==> src/rtl/ina220_word_assembler_if.sv <==
// Byte-stream input and word-stream output of the INA220 word assembler.
// The slave modport is the assembler; the master modport is its environment
// (I2C control FSM on the byte side, host logic on the word side).
`timescale 1ns/1ps
interface ina220_word_assembler_if;
  logic        WE;
  logic [7:0]  INA220_DATA;
  logic [2:0]  REG_TAG;
  logic        FRAME_CLR;
  logic [15:0] RESULT;
  logic [2:0]  RESULT_TAG;
  logic        RESULT_VALID;
  logic        RESULT_READY;
  logic [4:0]  LEVEL;
  logic        ERR_TIMEOUT;
  logic        ERR_OVF;
  logic        ERR_CLR;

  modport master (
    output WE, INA220_DATA, REG_TAG, FRAME_CLR, RESULT_READY, ERR_CLR,
    input  RESULT, RESULT_TAG, RESULT_VALID, LEVEL, ERR_TIMEOUT, ERR_OVF
  );

  modport slave (
    input  WE, INA220_DATA, REG_TAG, FRAME_CLR, RESULT_READY, ERR_CLR,
    output RESULT, RESULT_TAG, RESULT_VALID, LEVEL, ERR_TIMEOUT, ERR_OVF
  );
endinterface

==> src/rtl/ina220_word_assembler.sv <==
// INA220 word assembler: pairs MSB/LSB bytes from the I2C control FSM into
// tagged 16-bit register words and buffers them in a small FIFO with a
// valid/ready readout. Sticky flags flag abandoned pairs and dropped words.
`timescale 1ns/1ps
module ina220_word_assembler #(
  parameter int unsigned DEPTH          = 4,
  parameter logic [15:0] TIMEOUT_CYCLES = 16'd50000
) (
  input logic                    PCLK,
  input logic                    PRESETN,
  ina220_word_assembler_if.slave bus
);

  localparam int unsigned AW        = $clog2(DEPTH);
  localparam logic [4:0]  DEPTH_LVL = 5'(DEPTH);
  localparam logic [15:0] TMO_LAST  = TIMEOUT_CYCLES - 16'd1;

  typedef enum logic {
    WAIT_MSB,
    WAIT_LSB
  } byte_state_t;

  // Strobe edge detection
  logic        we_q;
  logic        byte_evt;

  // Byte FSM and pair assembly
  byte_state_t state_q, state_d;
  logic        capture_msb;
  logic        emit_word;
  logic        timeout_hit;
  logic        timer_run;
  logic [15:0] timer_q;
  logic [7:0]  msb_q;
  logic [2:0]  tag_q;

  // Staged word, pushed one cycle after the LSB event
  logic        push_q;
  logic [15:0] push_word_q;
  logic [2:0]  push_tag_q;

  // FIFO
  logic [18:0]   mem [DEPTH];
  logic [AW-1:0] wr_ptr_q;
  logic [AW-1:0] rd_ptr_q;
  logic [AW-1:0] rd_ptr_inc;
  logic [4:0]    level_q, level_d;
  logic          fifo_full;
  logic          do_pop;
  logic          do_push;
  logic          drop_word;
  logic [15:0]   head_word_q, head_word_d;
  logic [2:0]    head_tag_q, head_tag_d;

  // Sticky errors
  logic          err_tmo_q;
  logic          err_ovf_q;

  assign byte_evt = ~bus.WE & we_q;

  // Register the strobe so a long low pulse produces a single event
  always_ff @(posedge PCLK or negedge PRESETN) begin
    if (!PRESETN) we_q <= 1'b1;
    else          we_q <= bus.WE;
  end

  // Byte FSM state register
  always_ff @(posedge PCLK or negedge PRESETN) begin
    if (!PRESETN) state_q <= WAIT_MSB;
    else          state_q <= state_d;
  end

  // Byte FSM next state; FRAME_CLR overrides any coincident byte event
  always_comb begin
    state_d     = state_q;
    capture_msb = 1'b0;
    emit_word   = 1'b0;
    timeout_hit = 1'b0;
    timer_run   = 1'b0;
    if (bus.FRAME_CLR) begin
      state_d = WAIT_MSB;
    end else begin
      unique case (state_q)
        WAIT_MSB: begin
          if (byte_evt) begin
            capture_msb = 1'b1;
            state_d     = WAIT_LSB;
          end
        end
        WAIT_LSB: begin
          // An LSB arriving on the terminal count still completes the word
          if (byte_evt) begin
            emit_word = 1'b1;
            state_d   = WAIT_MSB;
          end else if (timer_q == TMO_LAST) begin
            timeout_hit = 1'b1;
            state_d     = WAIT_MSB;
          end else begin
            timer_run = 1'b1;
          end
        end
      endcase
    end
  end

  // MSB/tag capture and saturating pair timer
  always_ff @(posedge PCLK or negedge PRESETN) begin
    if (!PRESETN) begin
      msb_q   <= '0;
      tag_q   <= '0;
      timer_q <= '0;
    end else begin
      if (capture_msb) begin
        msb_q   <= bus.INA220_DATA;
        tag_q   <= bus.REG_TAG;
        timer_q <= '0;
      end else if (timer_run && (timer_q != '1)) begin
        timer_q <= timer_q + 16'd1;
      end
    end
  end

  // Stage the completed word for the FIFO push in the following cycle
  always_ff @(posedge PCLK or negedge PRESETN) begin
    if (!PRESETN) begin
      push_q      <= 1'b0;
      push_word_q <= '0;
      push_tag_q  <= '0;
    end else begin
      push_q <= emit_word;
      if (emit_word) begin
        push_word_q <= {msb_q, bus.INA220_DATA};
        push_tag_q  <= tag_q;
      end
    end
  end

  assign fifo_full  = (level_q == DEPTH_LVL);
  assign do_pop     = (level_q != '0) & bus.RESULT_READY;
  assign do_push    = push_q & (~fifo_full | do_pop);
  assign drop_word  = push_q & fifo_full & ~do_pop;
  assign rd_ptr_inc = rd_ptr_q + AW'(1);

  // Occupancy and the registered head word seen on RESULT/RESULT_TAG
  always_comb begin
    level_d     = level_q;
    head_word_d = head_word_q;
    head_tag_d  = head_tag_q;
    if (do_push && !do_pop)      level_d = level_q + 5'd1;
    else if (!do_push && do_pop) level_d = level_q - 5'd1;

    // The head register is preloaded with whichever entry becomes head next
    // cycle, so it tracks the FIFO without an extra read stage.
    if (level_d == '0) begin
      head_word_d = '0;
      head_tag_d  = '0;
    end else if (do_pop) begin
      if (level_q == 5'd1) begin
        head_word_d = push_word_q;
        head_tag_d  = push_tag_q;
      end else begin
        head_word_d = mem[rd_ptr_inc][15:0];
        head_tag_d  = mem[rd_ptr_inc][18:16];
      end
    end else if ((level_q == '0) && do_push) begin
      head_word_d = push_word_q;
      head_tag_d  = push_tag_q;
    end
  end

  // FIFO storage; contents need no reset since the head register gates them
  always_ff @(posedge PCLK) begin
    if (do_push) mem[wr_ptr_q] <= {push_tag_q, push_word_q};
  end

  // FIFO pointers, level and head register
  always_ff @(posedge PCLK or negedge PRESETN) begin
    if (!PRESETN) begin
      wr_ptr_q    <= '0;
      rd_ptr_q    <= '0;
      level_q     <= '0;
      head_word_q <= '0;
      head_tag_q  <= '0;
    end else begin
      if (do_push) wr_ptr_q <= wr_ptr_q + AW'(1);
      if (do_pop)  rd_ptr_q <= rd_ptr_inc;
      level_q     <= level_d;
      head_word_q <= head_word_d;
      head_tag_q  <= head_tag_d;
    end
  end

  // Sticky error flags; a new error beats a coincident clear
  always_ff @(posedge PCLK or negedge PRESETN) begin
    if (!PRESETN) begin
      err_tmo_q <= 1'b0;
      err_ovf_q <= 1'b0;
    end else begin
      err_tmo_q <= timeout_hit | (err_tmo_q & ~bus.ERR_CLR);
      err_ovf_q <= drop_word   | (err_ovf_q & ~bus.ERR_CLR);
    end
  end

  assign bus.RESULT       = head_word_q;
  assign bus.RESULT_TAG   = head_tag_q;
  assign bus.RESULT_VALID = (level_q != '0);
  assign bus.LEVEL        = level_q;
  assign bus.ERR_TIMEOUT  = err_tmo_q;
  assign bus.ERR_OVF      = err_ovf_q;

endmodule

==> src/flat_wrapper.sv <==
// flat-port wrapper written by rule: the top's interface ports become plain ports
module ina220_word_assembler_flat 
#(
  parameter int unsigned DEPTH          = 4,
  parameter logic [15:0] TIMEOUT_CYCLES = 16'd50000
)
  (PCLK, PRESETN, bus_WE, bus_INA220_DATA, bus_REG_TAG, bus_FRAME_CLR, bus_RESULT_READY, bus_ERR_CLR, bus_RESULT, bus_RESULT_TAG, bus_RESULT_VALID, bus_LEVEL, bus_ERR_TIMEOUT, bus_ERR_OVF);
  ina220_word_assembler_if bus_i ();
  input logic PCLK;
  input logic PRESETN;
  input wire logic [$bits(bus_i.WE)-1:0] bus_WE;
  input wire logic [$bits(bus_i.INA220_DATA)-1:0] bus_INA220_DATA;
  input wire logic [$bits(bus_i.REG_TAG)-1:0] bus_REG_TAG;
  input wire logic [$bits(bus_i.FRAME_CLR)-1:0] bus_FRAME_CLR;
  input wire logic [$bits(bus_i.RESULT_READY)-1:0] bus_RESULT_READY;
  input wire logic [$bits(bus_i.ERR_CLR)-1:0] bus_ERR_CLR;
  output wire logic [$bits(bus_i.RESULT)-1:0] bus_RESULT;
  output wire logic [$bits(bus_i.RESULT_TAG)-1:0] bus_RESULT_TAG;
  output wire logic [$bits(bus_i.RESULT_VALID)-1:0] bus_RESULT_VALID;
  output wire logic [$bits(bus_i.LEVEL)-1:0] bus_LEVEL;
  output wire logic [$bits(bus_i.ERR_TIMEOUT)-1:0] bus_ERR_TIMEOUT;
  output wire logic [$bits(bus_i.ERR_OVF)-1:0] bus_ERR_OVF;
  assign bus_i.WE = bus_WE;
  assign bus_i.INA220_DATA = bus_INA220_DATA;
  assign bus_i.REG_TAG = bus_REG_TAG;
  assign bus_i.FRAME_CLR = bus_FRAME_CLR;
  assign bus_i.RESULT_READY = bus_RESULT_READY;
  assign bus_i.ERR_CLR = bus_ERR_CLR;
  assign bus_RESULT = bus_i.RESULT;
  assign bus_RESULT_TAG = bus_i.RESULT_TAG;
  assign bus_RESULT_VALID = bus_i.RESULT_VALID;
  assign bus_LEVEL = bus_i.LEVEL;
  assign bus_ERR_TIMEOUT = bus_i.ERR_TIMEOUT;
  assign bus_ERR_OVF = bus_i.ERR_OVF;
  ina220_word_assembler #(.DEPTH(DEPTH), .TIMEOUT_CYCLES(TIMEOUT_CYCLES)) u_core (.PCLK(PCLK), .PRESETN(PRESETN), .bus(bus_i));
endmodule
==> config.mk <==
export PLATFORM = sky130hd
export DESIGN_NAME = ina220_word_assembler_flat
export DESIGN_NICKNAME = d
export VERILOG_FILES = /design/src/rtl/ina220_word_assembler_if.sv /design/src/rtl/ina220_word_assembler.sv /design/src/flat_wrapper.sv
export SDC_FILE = /design/constraint.sdc
export NUM_CORES = 1
export LEC_CHECK = 0
export BUFFER_PORTS_ARGS = -buffer_cell sky130_fd_sc_hd__clkbuf_2
export CAP_MARGIN = 0
export CORE_UTILIZATION = 60
export CTS_CLUSTER_DIAMETER = 40
export DETAILED_ROUTE_END_ITERATION = 10
export PLACE_DENSITY = 0.85
export SYNTH_ARGS = -nofsm -noshare
export SYNTH_HDL_FRONTEND = slang
export SYNTH_SLANG_ARGS = --single-unit
==> constraint.sdc <==
create_clock -name PCLK -period 5 [get_ports PCLK]
set_input_delay 0.5 -clock PCLK [delete_from_list [all_inputs] [get_ports PCLK]]
set_output_delay 0.5 -clock PCLK [all_outputs]
set_load 0.005 [all_outputs]
==> metrics.txt <==
status=finished clean; Worst-path clk slew=0.06 ns; cts bufs inserted=17; clock network latency to the later pin of the worst-skew pair=0.41 ns; Final Cell Area=7720 um2; ys flop type=dfrtp_1; fin crit period=3.10 ns; initial antenna violation count=0; gr ovfl total=0; startpoint types=flip-flop; power share of the sequential group=around 45%; detailed-placement wirelength estimate=8.47 mm; Worst EP arrival=3.32 ns; post-synthesis sequential area ratio=between 60% and 70%; drt via density=6.30; post-synth cell types=just under 60; synth warn=0; Combinational Power Share=23.5%; largest stage delay on the critical path=0.79 ns; final hold violations=0; Sw Share=32.1%; Synth Cell Area=approximately 6800 um2; largest net degree at the start of global routing=80; power share of the clock group=31.0%; peak supply drop=0.278 mV; ys async rst share=between 50% and 60%; actual slew at the worst max-slew pin=1.17 ns; DRC viols=0; Slew Viols, Final=0; H-tree lvl count=4; Max Cap Viol=0; nets=534; CP Capture Type=flip-flop; WL/cell=22.4 um; maximum clock path buffer count=2; Yosys top cell by area=edfxtp_1; Cell Pwr Density=522 nW/um2; hold-fix buffers at CTS=0; Area Growth Syn to Fin=13.1%; Multi-input gate area=2420 um2; Area after DPL=7150 um2; top cells by area, synth=edfxtp_1 (33%), dfrtp_1 (29%), mux2_2 (6.3%), mux4_2 (6.3%), mux2i_1 (3.1%); Synth top area share=33.4%; RSZ-0062 raised after global routing=false; TritonCTS clock tree=built; cells after synthesis=467; Diodes inserted=0; crit path kind=reg2reg; port bufs=43; design internal power=approximately 2700 uW; clk_skew=0.0108 ns; Die ar.=11,800 um2; TNS Setup=0 ns; Setup Viol. Count Final=0; vias in the first global route=~4,300; CP required=5.22 ns; die height=about 110 um; Fin Hold WS=0.172 ns; Die Wd=109 um; Post-CTS Resized=0; Post-synth EDFFs=76; Initial DRC Count=321; Tcrit/Tclk final=about three fifths; post-route ant nets=0; number of setup buffers added after CTS=0; Synth top cells by count=dfrtp_1 (78), edfxtp_1 (76), nand2_1 (51); sw power=1290 uW; net count after synthesis=493; Cell Chain, Critical Path=inv_1, ha_1, nor3b_2, a2bb2oi_1, o21a_1, a22o_1, a31oi_1; 1st-pass router iterations=5; first-pass GRT wire length=23.4 mm; via count=4,161; row cnt=38; Leakage=0.00307 uW; Root Driver=clkbuf_16; register area=between 4000 and 5000 um2; Total GRT Usage=27.4%; Starting Density=between 60 and 70%; Slowest-stage cell, CP=a22o_1; Slew headroom=21.8%; worst-path fanout max=19; num ports=44; most common cell in the synthesized netlist=dfrtp_1; maximum clock frequency=approximately 320 MHz; syn_area_per_cell=14.6 um2; #FFs+latches synth=around 160; Sinks on Clock Net=155; Fillers=about 700; Post-Route WL=14.8 mm; global placer's final weighted congestion=around 0.88; share of layout cells above drive strength 1=30.1%; core box area=11,000 um2; Hold Path Class=in2reg
critical path, delay by kind of cell, from the launching register on:
family	cells	cell delay [ns]
compound gates	4	1.74
flops	1	0.47
buf+inv	1	0.14
simple gates	1	0.32
fa+ha+maj	1	0.23
metrics by stage:
stage / cells / setup slack (ns) / total power [uW] / utilization (%)
after floorplan: 467 / 2.71 / 2470 / -
after global routing: 661 / 1.74 / 4200 / 70.3
final: 661 / 1.90 / 4040 / 70.3
after global placement: 629 / 2.22 / 2720 / 65.1
after CTS: 661 / 1.92 / 4050 / 70.3
after detailed placement: 629 / 2.04 / 2770 / 65.1
flip-flops by register name, indices dropped and copies added, names as in the netlist:
name	count
u_core.push_word_q	16
u_core.push_tag_q	3
u_core.we_q	1
u_core.rd_ptr_q	2
u_core.timer_q	16
u_core.wr_ptr_q	2
u_core.bus.ERR_OVF	1
u_core.bus.RESULT	16
u_core.bus.LEVEL	5
u_core.mem	76
u_core.bus.ERR_TIMEOUT	1
u_core.push_q	1
u_core.tag_q	3
u_core.msb_q	8
u_core.state_q	1
u_core.bus.RESULT_TAG	3
power groups by stage:
stage | sequential (uW) | combinational [uW] | clock, uW
final | 1830 | 950 | 1250
after global routing | 1860 | 1030 | 1310
after CTS | 1830 | 956 | 1260
after detailed placement | 1840 | 922 | 0
after global placement | 1830 | 890 | 0
after floorplan | 1700 | 764 | 0
worst paths after layout:
check / cells after the start / slack [ns] / to / from
worst max-delay path: 7 / 1.90 / u_core.bus.RESULT[3] / u_core.bus.LEVEL[0]
worst min-delay path: 1 / 0.17 / u_core.we_q / bus_WE
worst max register to register: 7 / 1.90 / u_core.bus.RESULT[3] / u_core.bus.LEVEL[0]
worst min register to register: 2 / 0.48 / u_core.tag_q[2] / u_core.tag_q[2]
max in group asynchronous: 1 / 4.09 / u_core.bus.RESULT[5] / PRESETN
min in group asynchronous: 1 / 0.25 / u_core.push_word_q[0] / PRESETN
cells by family after synthesis:
| group | synth area share, % |
|---|---|
| compound gates | 7.72 |
| xor+xnor | 0.513 |
| fa+ha+maj | 1.65 |
| buf+inv | 2.53 |
| flops | 62.4 |
| mux | 15.6 |
| simple gates | 9.57 |
layer usage:
layer | up-vias | global-route usage [%] | part of all wire (%) | routed length [um]
li1 | 1870 | - | - | -
met1 | 2144 | 34.9 | 42 | 6190
met2 | 126 | 46.2 | 52 | 7720
met4 | 0 | 10.1 | 1.6 | 235
met3 | 21 | 6.10 | 4.3 | 640
met5 | - | 0 | 0 | 0
layout make-up:
cell class | count | share of cell area, %
sequential | 155 | 55.2
timing repair buffer | 47 | 3.21
clock inverter | 13 | 1.72
clock buffer | 19 | 5.73
inverter | 11 | 0.535
tap | 140 | 2.27
multi-input combinational | 276 | 31.4
cell usage in the layout, fill, tap and decap left out, types with 6 or more instances in the layout:
master,synthesis,routed
dfrtp_1,78,78
edfxtp_1,76,76
nand2_1,51,51
clkbuf_2,1,42
mux2_2,38,38
mux2i_1,21,21
mux4_2,19,19
clkbuf_16,0,17
a21oi_1,12,12
inv_1,11,11
o21ai_0,10,10
a31oi_1,10,10
o31ai_1,11,10
a31oi_2,10,10
or4_1,9,9
ha_1,9,9
and2_1,7,7
nor2_1,6,6
Power figures use the tool's default switching activity.
